<file path="src/rtl/div_unit_pkg.sv">
// Shared definitions for the iterative divider: FSM state encodings and the
// default iteration count.
package div_unit_pkg;

  typedef enum logic [1:0] {
    DIV_IDLE = 2'd0,
    DIV_RUN  = 2'd1,
    DIV_FIX  = 2'd2,
    DIV_DONE = 2'd3
  } div_state_e;

  localparam int DIV_ITERS = 32;

endpackage : div_unit_pkg

</file>
<file path="src/rtl/div_step.sv">
// One radix-2 restoring division step: shift {rem, quo} left by one, try to
// subtract the divisor magnitude, keep the difference only if it did not borrow.
module div_step #(
  parameter int WIDTH = 32
) (
  input  logic [WIDTH-1:0] rem_i,
  input  logic [WIDTH-1:0] quo_i,
  input  logic [WIDTH-1:0] dvsr_i,
  output logic [WIDTH-1:0] rem_o,
  output logic [WIDTH-1:0] quo_o
);

  logic [WIDTH:0] rem_sh;
  logic [WIDTH:0] trial;
  logic           borrow;

  assign rem_sh = {rem_i, quo_i[WIDTH-1]};
  assign trial  = rem_sh - {1'b0, dvsr_i};
  // A shifted remainder that already spilled into bit WIDTH is always larger
  // than the divisor, so only a set trial MSB without that spill is a borrow.
  assign borrow = trial[WIDTH] & ~rem_sh[WIDTH];

  assign rem_o = borrow ? rem_sh[WIDTH-1:0] : trial[WIDTH-1:0];
  assign quo_o = {quo_i[WIDTH-2:0], ~borrow};

endmodule : div_step

</file>
<file path="src/rtl/div_unit.sv">
// Iterative signed/unsigned divider for the execute stage: quotient on div_lo,
// remainder on div_hi, one has_div pulse per completed divide.
module div_unit
  import div_unit_pkg::*;
#(
  parameter int WIDTH = 32,
  parameter int ITERS = DIV_ITERS
) (
  input  logic             clock,
  input  logic             reset_n,
  input  logic             start,
  input  logic             is_signed,
  input  logic [WIDTH-1:0] dividend,
  input  logic [WIDTH-1:0] divisor,
  input  logic             flush,
  output logic             busy,
  output logic             has_div,
  output logic [WIDTH-1:0] div_hi,
  output logic [WIDTH-1:0] div_lo
);

  localparam int              CNT_W    = (ITERS > 1) ? $clog2(ITERS) : 1;
  localparam logic [CNT_W-1:0] CNT_LOAD = CNT_W'(ITERS - 1);

  function automatic logic [WIDTH-1:0] mag(input logic sgn, input logic [WIDTH-1:0] v);
    return (sgn && v[WIDTH-1]) ? -v : v;
  endfunction

  function automatic logic [WIDTH-1:0] cond_neg(input logic neg, input logic [WIDTH-1:0] v);
    return neg ? -v : v;
  endfunction

  div_state_e       state_q, state_d;
  logic [CNT_W-1:0] cnt_q, cnt_d;
  logic [WIDTH-1:0] rem_q, rem_d;
  logic [WIDTH-1:0] quo_q, quo_d;
  logic [WIDTH-1:0] dvsr_q, dvsr_d;
  logic             q_neg_q, q_neg_d;
  logic             r_neg_q, r_neg_d;
  logic [WIDTH-1:0] hi_q, hi_d;
  logic [WIDTH-1:0] lo_q, lo_d;
  logic [WIDTH-1:0] rem_nx, quo_nx;

  div_step #(.WIDTH(WIDTH)) u_step (
    .rem_i  (rem_q),
    .quo_i  (quo_q),
    .dvsr_i (dvsr_q),
    .rem_o  (rem_nx),
    .quo_o  (quo_nx)
  );

  always_comb begin
    state_d = state_q;
    cnt_d   = cnt_q;
    rem_d   = rem_q;
    quo_d   = quo_q;
    dvsr_d  = dvsr_q;
    q_neg_d = q_neg_q;
    r_neg_d = r_neg_q;
    hi_d    = hi_q;
    lo_d    = lo_q;
    unique case (state_q)
      DIV_IDLE, DIV_DONE: begin
        state_d = DIV_IDLE;
        // A start coinciding with a flush belongs to a squashed instruction.
        if (start && !flush) begin
          rem_d   = '0;
          quo_d   = mag(is_signed, dividend);
          dvsr_d  = mag(is_signed, divisor);
          q_neg_d = is_signed & (dividend[WIDTH-1] ^ divisor[WIDTH-1]);
          r_neg_d = is_signed & dividend[WIDTH-1];
          cnt_d   = CNT_LOAD;
          state_d = DIV_RUN;
        end
      end
      DIV_RUN: begin
        if (flush) begin
          state_d = DIV_IDLE;
        end else begin
          rem_d = rem_nx;
          quo_d = quo_nx;
          cnt_d = cnt_q - CNT_W'(1);
          if (cnt_q == '0) state_d = DIV_FIX;
        end
      end
      DIV_FIX: begin
        if (flush) begin
          state_d = DIV_IDLE;
        end else begin
          lo_d    = cond_neg(q_neg_q, quo_q);
          hi_d    = cond_neg(r_neg_q, rem_q);
          state_d = DIV_DONE;
        end
      end
      default: state_d = DIV_IDLE;
    endcase
  end

  always_ff @(posedge clock or negedge reset_n) begin
    if (!reset_n) begin
      state_q <= DIV_IDLE;
      cnt_q   <= '0;
      rem_q   <= '0;
      quo_q   <= '0;
      dvsr_q  <= '0;
      q_neg_q <= 1'b0;
      r_neg_q <= 1'b0;
      hi_q    <= '0;
      lo_q    <= '0;
    end else begin
      state_q <= state_d;
      cnt_q   <= cnt_d;
      rem_q   <= rem_d;
      quo_q   <= quo_d;
      dvsr_q  <= dvsr_d;
      q_neg_q <= q_neg_d;
      r_neg_q <= r_neg_d;
      hi_q    <= hi_d;
      lo_q    <= lo_d;
    end
  end

  assign busy    = (state_q == DIV_RUN) || (state_q == DIV_FIX);
  assign has_div = (state_q == DIV_DONE);
  assign div_hi  = hi_q;
  assign div_lo  = lo_q;

endmodule : div_unit

</file>
<file path="config.mk">
export PLATFORM = sky130hd
export DESIGN_NAME = div_unit
export DESIGN_NICKNAME = d
export VERILOG_FILES = /design/src/rtl/div_unit_pkg.sv /design/src/rtl/div_step.sv /design/src/rtl/div_unit.sv
export SDC_FILE = /design/constraint.sdc
export NUM_CORES = 1
export LEC_CHECK = 0
export CELL_PAD_IN_SITES_DETAIL_PLACEMENT = 1
export CELL_PAD_IN_SITES_GLOBAL_PLACEMENT = 1
export CORE_MARGIN = 2
export CORE_UTILIZATION = 44
export CTS_BUF_LIST = sky130_fd_sc_hd__clkbuf_8
export DETAILED_ROUTE_END_ITERATION = 12
export GPL_TIMING_DRIVEN = 0
export PLACE_DENSITY = 0.83
export SLEW_MARGIN = 40
export SYNTH_ARGS = -nofsm -noshare
export SYNTH_HDL_FRONTEND = slang
export SYNTH_SLANG_ARGS = --single-unit
export TNS_END_PERCENT = 100
</file>
<file path="constraint.sdc">
create_clock -name clock -period 3.35 [get_ports clock]
set_input_delay 0.67 -clock clock [delete_from_list [all_inputs] [get_ports clock]]
set_output_delay 0.67 -clock clock [all_outputs]
set_load 0.005 [all_outputs]
</file>
==> results.yml <==
final_layout:
  area_delta_synth_final_pct: 22.1
  nets: 1629
  design_area_um2: 13600
  drive_gt1_share_pct: 6.79
  nFillCells: 2996
  n_antenna_cell: 0
floorplanning:
  die_area_um2: 26700
  num_rows: 58
  die_w_um: 163
  die_y_um: 163
  initial_core_util_pct: 44.6
  pin_count: 135
  core_um2: 25000
logic_synthesis:
  synthTopCellsByCount: "213 x nand2_1, 204 x o21ai_0, 169 x dfrtp_1"
  syn_avg_cell_area_um2: 8.29
  synthFlopType: "dfrtp_1"
  ys_ff_latch: 169
  async_flop_share_pct: 100
  ys_warn_count: 0
  synth_cells: 1346
  netlist_area_um2: 11200
  yosys-top-cells-area: "dfrtp_1 38%, o21ai_0 9.1%, nand2_1 7.2%"
  synth_top_cell_by_area: "dfrtp_1"
  synth_nets: 1457
  synth_top_area_share_pct: 37.9
  synth_cell_type_count: 67
  synth-edff-count: 0
  yosys.cell_count.top_type: "nand2_1"
  seq_area_frac_synth_pct: 37.9
setup_path:
  setup.worst_path.start: "rem_q[16]$_DFFE_PN0P_"
  cp.depth: 13
  reg2reg_depth: 13
  r2r_end: "rem_q[30]$_DFFE_PN0P_"
  cp_cell_sequence: "ha_1, clkbuf_1, a21o_1, a221o_1, a41oi_1, o31ai_1, a41oi_2, o311ai_2, buf_4, buf_4, nand2_2, a21oi_2, a211o_1"
  critPathTopFamily: "compound AO/OA/AOI/OAI gates"
  critPathMaxStageDelay_ns: 0.51
  r2r_start: "rem_q[16]$_DFFE_PN0P_"
  r2r_slack_ns: 0.02
  worstSetupEndpointType: "flip-flop"
  cp.arrival_ns: 3.69
  cp_common_cell: "buf_4"
  worstPathRequired_ns: 3.71
  critPathLaunchType: "flip-flop"
  critPathBufInv: 3
  crit_path_end: "rem_q[30]$_DFFE_PN0P_"
  critPathSlowestCell: "dfrtp_1"
  crit_type: "reg2reg"
  crit_fanout: 9
global_route:
  first_global_vias: 10900
  antenna_found_initial: 0
  grt_pass1_wl_mm: 58.0
  grt_use_total_pct: 27.4
  grt_overflow: 0
  grt_max_degree: 64
power:
  clkPwrFrac_pct: 16.6
  switchingPower_uw: 4000
  p_int_uw: 5210
  leakagePower_uw: 0.00588
  p_per_area_nw_per_um2: 676
  totalPowerFinal_uw: 9210
  swShare_pct: 43.4
  seqPwrFrac_pct: 36.4
  vdd_drop_max_mv: 0.281
  p_comb_share_pct: 47.0
timing:
  finalCritPeriodShare_pct: 99.3
  clock_skew_ns: 0.0192
  setup_ws_ns: 0.0232
  drv_slew: 0
  setup_viol: 0
  period_minus_slack_ns: 3.33
  relSlewSlack_pct: 50.7
  worstMarginPinSlew_ns: 0.740
  rsz0062_at_grt: "yes"
  max_freq_ghz: 0.301
  finalHoldViolCount: 0
clock_network:
  cts-htree-levels: 4
  clkTransAtPathRegs_ns: 0.10
  clkSinkCount: 169
  insertion_delay_ns: 0.48
  cts_buffers: 17
  clock-root-buffer: "clkbuf_8"
  clk_path_buf_depth: 2
  cts_tree: "built"
drt:
  drc: 0
  avgViaCountPerCell: 5.70
  wl_per_cell_um: 19.4
  drt-initial-drc-count: 792
  first_pass_iters: 5
  dr_total_vias: 10600
  antenna_left: 0
  route.final.wire_length_mm: 36.2
placed_design:
  routabilityCongestion: 0.923
  preCtsSetupSlack_ns: -0.543
  post-dp-hpwl_mm: 27.8
  portBuffers: 134
  dpl_cell_area_um2: 13000
run_status:
  status: "finished, final reports clean"
flow_run:
  maxCapViolCount: 0
worst_hold_path:
  hold_path.class: "in2async"
[worst register-to-register path: cells and delay by family (launching register included)]
kind	cells	cell delay, ns
AND/OR/NAND/NOR	1	0.20
flip-flops	1	0.51
buffers and inverters	3	0.54
adder cells (fa/ha/maj)	1	0.35
AO/OA/AOI/OAI	8	1.61
[layer usage]
metal | global-route usage, % | part of all wire [%] | vias to the layer above
met5 | 0 | 0 | -
met4 | 7.52 | 1.8 | 0
met3 | 4.52 | 5.1 | 46
met2 | 43.1 | 45 | 315
met1 | 39.0 | 48 | 5207
li1 | - | - | 5043
[repair_timing]
| item | CTS | global route |
|---|---|---|
| setup buffers | 12 | 7 |
| endpoints found under the setup margin | 33 | 39 |
| hold buffers | 0 | 0 |
| pin swaps | 5 | 6 |
| gates resized for setup | 13 | 15 |
[cell type report]
type / instances / area [µm²] / share of cell area, %
multi-input combinational: 1052 / 6470 / 47.5
sequential: 169 / 4230 / 31.0
timing repair buffer: 155 / 1540 / 11.3
tap: 330 / 413 / 3.03
buffer: 67 / 344 / 2.52
clock buffer: 17 / 234 / 1.72
inverter: 56 / 210 / 1.54
clock inverter: 15 / 180 / 1.32
[worst min-delay path by stage]
stage          slack (ns)  depth (start not counted)                      to              startpoint
2_1_floorplan        0.37                          0    cnt_q[0]$_DFFE_PN0P_                 reset_n
3_3_place_gp         0.46                          2  dvsr_q[18]$_DFFE_PN0P_  dvsr_q[18]$_DFFE_PN0P_
3_5_place_dp         0.47                          2  dvsr_q[18]$_DFFE_PN0P_  dvsr_q[18]$_DFFE_PN0P_
4_1_cts              0.07                          1  state_q[0]$_DFFE_PN0P_                 reset_n
5_1_grt              0.08                          1    cnt_q[3]$_DFFE_PN0P_                 reset_n
6_report             0.07                          1    cnt_q[3]$_DFFE_PN0P_                 reset_n
[cells by family (layout without fill, tap and decap cells)]
| family | after synthesis | count (layout) | share of synthesized area [%] |
|---|---|---|---|
| and+or+nand+nor | 428 | 428 | 17.4 |
| AOI/OAI and AO/OA | 419 | 419 | 22.1 |
| DFF | 169 | 169 | 37.9 |
| xor gates and xnor gates | 139 | 139 | 10.9 |
| buffers and inverters | 125 | 310 | 4.75 |
| adders and majority gates | 42 | 42 | 4.78 |
| muxes | 24 | 24 | 2.15 |
[metrics by stage]
step / setup TNS (ns) / hold slack, ns / util (%) / cells
2_1_floorplan: 0 / 0.374 / - / 1346
3_3_place_gp: -935.90 / 0.462 / 51.6 / 1810
3_5_place_dp: -17.33 / 0.473 / 51.8 / 1812
4_1_cts: 0 / 0.0749 / 54.1 / 1856
5_1_grt: -0.661 / 0.0788 / 54.4 / 1861
6_report: 0 / 0.0695 / 54.4 / 1861
[flip-flops by register name, summed over array words and instances, names as in the netlist]
register	count
rem_q	32
div_hi	32
r_neg_q	1
div_lo	32
state_q	2
quo_q	32
cnt_q	5
q_neg_q	1
dvsr_q	32
[power groups by stage]
| stage | sequential [µW] | combinational (µW) | clock [µW] |
|---|---|---|---|
| 3_5_place_dp | 3380 | 4030 | 0 |
| 3_3_place_gp | 3320 | 3830 | 0 |
| 2_1_floorplan | 3170 | 2520 | 0 |
| 5_1_grt | 3440 | 4800 | 1640 |
| 6_report | 3350 | 4330 | 1530 |
| 4_1_cts | 3340 | 4200 | 1560 |
[cells in the final DEF, fill, tap and decap left out, types with 16 or more instances in the layout]
| cell | n |
|---|---|
| a21oi_1 | 81 |
| clkbuf_1 | 55 |
| nor3_1 | 17 |
| nand2_1 | 212 |
| ha_1 | 40 |
| buf_4 | 20 |
| xor2_1 | 81 |
| xnor2_1 | 58 |
| nor2_1 | 98 |
| a31oi_1 | 16 |
| clkdlybuf4s50_1 | 133 |
| o31ai_1 | 24 |
| nand3_1 | 20 |
| o21ai_0 | 201 |
| a21o_1 | 17 |
| inv_1 | 55 |
| dfrtp_1 | 168 |
| mux2i_1 | 22 |
| clkbuf_8 | 20 |
Note: power is estimated with default switching activity, not from simulation.
